[config.mk]
export PLATFORM = sky130hd
export DESIGN_NAME = cfg_frame_loader
export DESIGN_NICKNAME = d
export VERILOG_FILES = /design/src/rtl/fse_cfg_pkg.sv /design/src/rtl/cfg_frame_loader_byte_timeout.sv /design/src/rtl/cfg_frame_loader.sv
export SDC_FILE = /design/constraint.sdc
export NUM_CORES = 1
export LEC_CHECK = 0
export CORE_MARGIN = 4
export CORE_UTILIZATION = 55
export CTS_BUF_LIST = sky130_fd_sc_hd__clkbuf_4 sky130_fd_sc_hd__clkbuf_8 sky130_fd_sc_hd__clkbuf_16
export DETAILED_ROUTE_END_ITERATION = 8
export GPL_TIMING_DRIVEN = 0
export PLACE_DENSITY = 0.81
export SLEW_MARGIN = 20
export SYNTH_ARGS = -nofsm -noshare
export SYNTH_HDL_FRONTEND = slang
export SYNTH_HIERARCHICAL = 1
export SYNTH_SLANG_ARGS = --single-unit
export TNS_END_PERCENT = 5
[constraint.sdc]
create_clock -name i_clock -period 1.89 [get_ports i_clock]
set_input_delay 0.378 -clock i_clock [delete_from_list [all_inputs] [get_ports i_clock]]
set_output_delay 0.378 -clock i_clock [all_outputs]
set_load 0.005 [all_outputs]
[src/rtl/fse_cfg_pkg.sv]
// Shared definitions for the configuration frame loader: FSM encoding,
// error codes reported on o_err_code, and the default frame start marker.
// No ports; imported by cfg_frame_loader and its sub-modules.
package fse_cfg_pkg;

    typedef enum logic [2:0] {
        ST_IDLE = 3'd0,
        ST_ADDR = 3'd1,
        ST_DHI  = 3'd2,
        ST_DLO  = 3'd3,
        ST_CSUM = 3'd4
    } state_t;

    localparam logic [1:0] ERR_NONE    = 2'b00;
    localparam logic [1:0] ERR_CSUM    = 2'b01;
    localparam logic [1:0] ERR_TIMEOUT = 2'b10;

    localparam logic [7:0] SYNC_DEFAULT = 8'hA5;

endpackage

[src/rtl/cfg_frame_loader_byte_timeout.sv]
// Purpose: idle-cycle counter used to abandon a stalled frame.
// Latency: expired is a decode of the registered count, valid the cycle the count hits TIMEOUT-1.
// Backpressure: none; counts whenever enable is high, clear has priority.
// Ports: i_clock, i_reset (sync, active-high), clear, enable -> expired.
module byte_timeout #(
    parameter int TIMEOUT = 1024
) (
    input  logic i_clock,
    input  logic i_reset,
    input  logic clear,
    input  logic enable,
    output logic expired
);

    localparam int CNT_W = (TIMEOUT > 2) ? $clog2(TIMEOUT) : 1;

    logic [CNT_W-1:0] cnt_q;
    logic [CNT_W-1:0] cnt_d;

    always_comb begin
        cnt_d = cnt_q;
        if (clear) begin
            cnt_d = '0;
        end else if (enable) begin
            cnt_d = cnt_q + 1'b1;
        end
    end

    always_ff @(posedge i_clock) begin
        if (i_reset) begin
            cnt_q <= '0;
        end else begin
            cnt_q <= cnt_d;
        end
    end

    assign expired = (cnt_q == CNT_W'(TIMEOUT - 1));

endmodule

[src/rtl/cfg_frame_loader.sv]
// Purpose: parse SYNC,ADDR,DHI,DLO,CSUM byte frames into config register writes.
// Latency: o_wr_en / o_err one cycle after the CSUM strobe (or after the timeout expiry cycle).
// Backpressure: none; every i_valid byte is consumed, back-to-back strobes supported.
// Ports: i_clock, i_reset (sync, active-high), i_valid/i_data in;
//        o_wr_en/o_wr_addr/o_wr_data, o_err/o_err_code, o_busy out (all registered).
module cfg_frame_loader
    import fse_cfg_pkg::*;
#(
    parameter int           W       = 8,
    parameter logic [W-1:0] SYNC    = W'(SYNC_DEFAULT),
    parameter int           TIMEOUT = 1024
) (
    input  logic           i_clock,
    input  logic           i_reset,
    input  logic           i_valid,
    input  logic [W-1:0]   i_data,
    output logic           o_wr_en,
    output logic [W-1:0]   o_wr_addr,
    output logic [2*W-1:0] o_wr_data,
    output logic           o_err,
    output logic [1:0]     o_err_code,
    output logic           o_busy
);

    state_t           state_q,    state_d;
    logic [W-1:0]     addr_q,     addr_d;
    logic [W-1:0]     dhi_q,      dhi_d;
    logic [W-1:0]     dlo_q,      dlo_d;
    logic             wr_en_q,    wr_en_d;
    logic [W-1:0]     wr_addr_q,  wr_addr_d;
    logic [2*W-1:0]   wr_data_q,  wr_data_d;
    logic             err_q,      err_d;
    logic [1:0]       err_code_q, err_code_d;
    logic             busy_q,     busy_d;

    logic tmo_expired;
    logic tmo_enable;
    logic tmo_clear;
    logic tmo_fire;

    // Count only idle cycles inside a frame; a byte arriving in the expiry
    // cycle suppresses the fire because enable drops with i_valid.
    assign tmo_enable = (state_q != ST_IDLE) && !i_valid;
    assign tmo_fire   = tmo_expired && tmo_enable;
    assign tmo_clear  = i_valid || (state_q == ST_IDLE) || tmo_fire;

    byte_timeout #(
        .TIMEOUT (TIMEOUT)
    ) u_byte_timeout (
        .i_clock (i_clock),
        .i_reset (i_reset),
        .clear   (tmo_clear),
        .enable  (tmo_enable),
        .expired (tmo_expired)
    );

    always_comb begin
        state_d    = state_q;
        addr_d     = addr_q;
        dhi_d      = dhi_q;
        dlo_d      = dlo_q;
        wr_en_d    = 1'b0;
        wr_addr_d  = wr_addr_q;
        wr_data_d  = wr_data_q;
        err_d      = 1'b0;
        err_code_d = ERR_NONE;

        if (i_valid) begin
            case (state_q)
                ST_IDLE: begin
                    // Non-SYNC bytes between frames are line noise, dropped silently.
                    if (i_data == SYNC) begin
                        state_d = ST_ADDR;
                    end
                end
                ST_ADDR: begin
                    addr_d  = i_data;
                    state_d = ST_DHI;
                end
                ST_DHI: begin
                    dhi_d   = i_data;
                    state_d = ST_DLO;
                end
                ST_DLO: begin
                    dlo_d   = i_data;
                    state_d = ST_CSUM;
                end
                ST_CSUM: begin
                    if (i_data == (addr_q ^ dhi_q ^ dlo_q)) begin
                        wr_en_d   = 1'b1;
                        wr_addr_d = addr_q;
                        wr_data_d = {dhi_q, dlo_q};
                    end else begin
                        err_d      = 1'b1;
                        err_code_d = ERR_CSUM;
                    end
                    state_d = ST_IDLE;
                end
                default: begin
                    state_d = ST_IDLE;
                end
            endcase
        end else if (tmo_fire) begin
            state_d    = ST_IDLE;
            err_d      = 1'b1;
            err_code_d = ERR_TIMEOUT;
        end

        busy_d = (state_d != ST_IDLE);
    end

    always_ff @(posedge i_clock) begin
        if (i_reset) begin
            state_q    <= ST_IDLE;
            addr_q     <= '0;
            dhi_q      <= '0;
            dlo_q      <= '0;
            wr_en_q    <= 1'b0;
            wr_addr_q  <= '0;
            wr_data_q  <= '0;
            err_q      <= 1'b0;
            err_code_q <= ERR_NONE;
            busy_q     <= 1'b0;
        end else begin
            state_q    <= state_d;
            addr_q     <= addr_d;
            dhi_q      <= dhi_d;
            dlo_q      <= dlo_d;
            wr_en_q    <= wr_en_d;
            wr_addr_q  <= wr_addr_d;
            wr_data_q  <= wr_data_d;
            err_q      <= err_d;
            err_code_q <= err_code_d;
            busy_q     <= busy_d;
        end
    end

    assign o_wr_en    = wr_en_q;
    assign o_wr_addr  = wr_addr_q;
    assign o_wr_data  = wr_data_q;
    assign o_err      = err_q;
    assign o_err_code = err_code_q;
    assign o_busy     = busy_q;

endmodule

==> flow_metrics.tcl <==
set metrics [dict create \
    num-nets-final 389 \
    first_global_vias 2286 \
    ys_seq_area_share_pct 42.7 \
    netlist_area_sq_um 3090 \
    grt_max_degree 11 \
    crit_path_end_kind "flop" \
    power_density_nw_per_um2 678 \
    p_clk_share_pct 42.7 \
    dp_hpwl_mm 4.57 \
    hold_class "primary input to flop" \
    clkTransAtPathRegs_ps 70 \
    core_area_sq_um 5470 \
    maxCapViolCount 0 \
    period_share_pct 95.0 \
    critical_path_class "primary input to flop" \
    final_common_cell "dfxtp_1" \
    setup.worst_path.start_class "primary input" \
    ys.flop_type "dfxtp_1" \
    cts_buffers 9 \
    final-seq-area_sq_um 1330 \
    ios 40 \
    fin_skew_ps 8.73 \
    leakage_nw 1.28 \
    die_w_microns 83.0 \
    dr_total_vias 2367 \
    stdcell_count 454 \
    postRouteAntennaNets 0 \
    synth_edf_count 0 \
    finalCriticalPeriod_ps 1800 \
    power.total_mw 2.62 \
    routabilityCongestion 0.864 \
    holdWs_ps 313 \
    crit_path_frequent_cell "xnor2_1" \
    syn-instance-count 322 \
    cp_slowest_cell "dlygate4sd2_1" \
    grt_pass1_wl_mm 11.2 \
    place_area_sq_um 3560 \
    run_status "completed" \
    cp.arrival_ps 2060 \
    slowest_delay_ps 320 \
    syn_to_final_growth_pct 24.9 \
    grt_overflow_total 0 \
    fin_ws_ps 94.2 \
    antenna_found_initial 0 \
    cts_root_buf "clkbuf_8" \
    num_rows 27 \
    wl_per_cell_microns 14.6 \
    route.detailed.drc 0 \
    drive_gt1_share_pct 22.5 \
    dr.first_iter.drc_count 126 \
    die_area_sq_um 6890 \
    seq_power_share_pct 53.0 \
    worst_slew_pin_slew_ps 551 \
    ctsLongestPathBuffers 2 \
    place_inst 432 \
    dp_slack_ps -774 \
    cp.required_ps 2150 \
    die_h_microns 83.0 \
    path_buf_inv 3 \
    fmax_mhz 557 \
    vias_per_cell 5.21 \
    avgSynthCellArea_sq_um 9.61 \
    cts_sinks 66 \
    internal_power_mw 2.05 \
    irDropWorstVdd_mv 0.453 \
    nFillCells 438 \
    synthArstFlopShare_pct 0 \
    crit_chain "dlygate4sd2_1 -> xnor2_1 -> xnor2_1 -> nand4_1 -> nor3_4 -> buf_12 -> buf_8 -> mux2i_1" \
    hold_violations 0 \
    setup.worst_path.start "i_data[3]" \
    initial_core_util_pct 56.5 \
    wl_mm 6.62 \
    rr_startpoint "addr_q[4]" \
    tritoncts "done" \
    clock_latency_ps 340 \
    yosys_warnings 6 \
    first_pass_iters 4 \
    power_frac_comb_pct 4.3 \
    slew_headroom_pct 63.2 \
    yosysUniqueCellTypes 41 \
    grt_use_total_pct 20.3 \
    path_max_fanout 10 \
    synth-seq-cells 66 \
    antennaDiodeCount 0 \
    synth_nets 334 \
    numPortBuffers 38 \
    swShare_pct 21.8 \
    final_cell_mix "dfxtp_1 (63), nand2_1 (39), mux2i_1 (33), clkdlybuf4s50_1 (30), a21oi_1 (27)" \
    p_switching_mw 0.572 \
    maxSlewViolCount 0 \
    cp_top_family "buffers and inverters" \
    design_area_sq_um 3870 \
    multi_input_area_sq_um 1710 \
    cts.htree.levels 3 \
    setup_violations 0 \
    min_from "i_valid" \
]
==> logic make-up after synthesis <==
kind of cell / Yosys count / share of synthesized area [%]
and+or+nand+nor: 142 / 28.2
DFF: 66 / 42.7
AOI/OAI and AO/OA: 34 / 5.82
muxes: 33 / 10.7
xor gates and xnor gates: 29 / 8.45
buffers and inverters: 17 / 3.76
adders and majority gates: 1 / 0.404
==> layer usage <==
layer | track usage [%] | share of wire [%] | vias up
li1 | - | - | 1183
met3 | 5.36 | 5.3 | 17
met5 | 0 | 0 | -
met1 | 25.5 | 43 | 1104
met4 | 8.77 | 2.7 | 0
met2 | 32.8 | 49 | 63
==> through the flow <==
stage / setup TNS, ps / utilization, %
3_3_place_gp: -17990 / 65.1
4_1_cts: 0 / 69.5
6_report: 0 / 70.6
5_1_grt: -127 / 70.6
3_5_place_dp: -19860 / 65.1
2_1_floorplan: 0 / -
==> worst paths after layout <==
path | endpoint | slack [ps] | cells past startpoint
max | o_wr_data[11] | 90 | 8
min | state_q[1] | 310 | 3
max reg2reg | o_wr_data[11] | 100 | 7
min reg2reg | o_wr_data[2] | 470 | 2
==> cell type report <==
cell class / instances / area share (%)
multi-input cells: 239 / 44.2
flip-flops and latches: 66 / 34.3
repair buffers: 45 / 11.2
clock buffers: 14 / 4.66
plain buffers: 16 / 3.11
well taps: 72 / 2.33
clock inverters: 2 / 0.259
==> cells in the mapped netlist, types with 5 or more instances <==
cell type	instances	area, sq um
nand3_1	5	25.0
nand2b_2	19	166
dfxtp_1	66	1320
mux2i_1	33	330
nor2_1	23	86.3
xnor2_1	21	184
clkbuf_1	8	30.0
xor2_1	7	61.3
a21oi_1	27	135
nand2_1	39	146
or2b_2	18	158
nand2b_1	10	62.6
==> timing repair <==
item	in CTS	in global routing
buffers inserted	5	2
hold buffers	0	0
pin swaps	4	3
endpoints found under the setup margin	34	26
resized for setup	12	16
==> tightest hold or removal path, stage by stage <==
cell and delay [ps]:
buf_6 100, a21oi_1 60, nor2_1 80
==> power groups by stage <==
stage	combinational, mW	sequential [mW]	clock [mW]
2_1_floorplan	0.0624	1.42	0
5_1_grt	0.120	1.39	1.23
6_report	0.112	1.39	1.12
3_3_place_gp	0.110	1.42	0
4_1_cts	0.108	1.39	1.15
3_5_place_dp	0.111	1.42	0
==> registers in the layout, indices dropped and copies added, names as in the netlist <==
signal,flops
o_busy,1
o_err,1
dlo_q,8
o_wr_en,1
o_err_code,2
addr_q,8
u_byte_timeout/cnt_q,10
dhi_q,8
state_q,3
o_wr_data,16
o_wr_addr,8
Note: power is estimated with default switching activity, not from simulation.
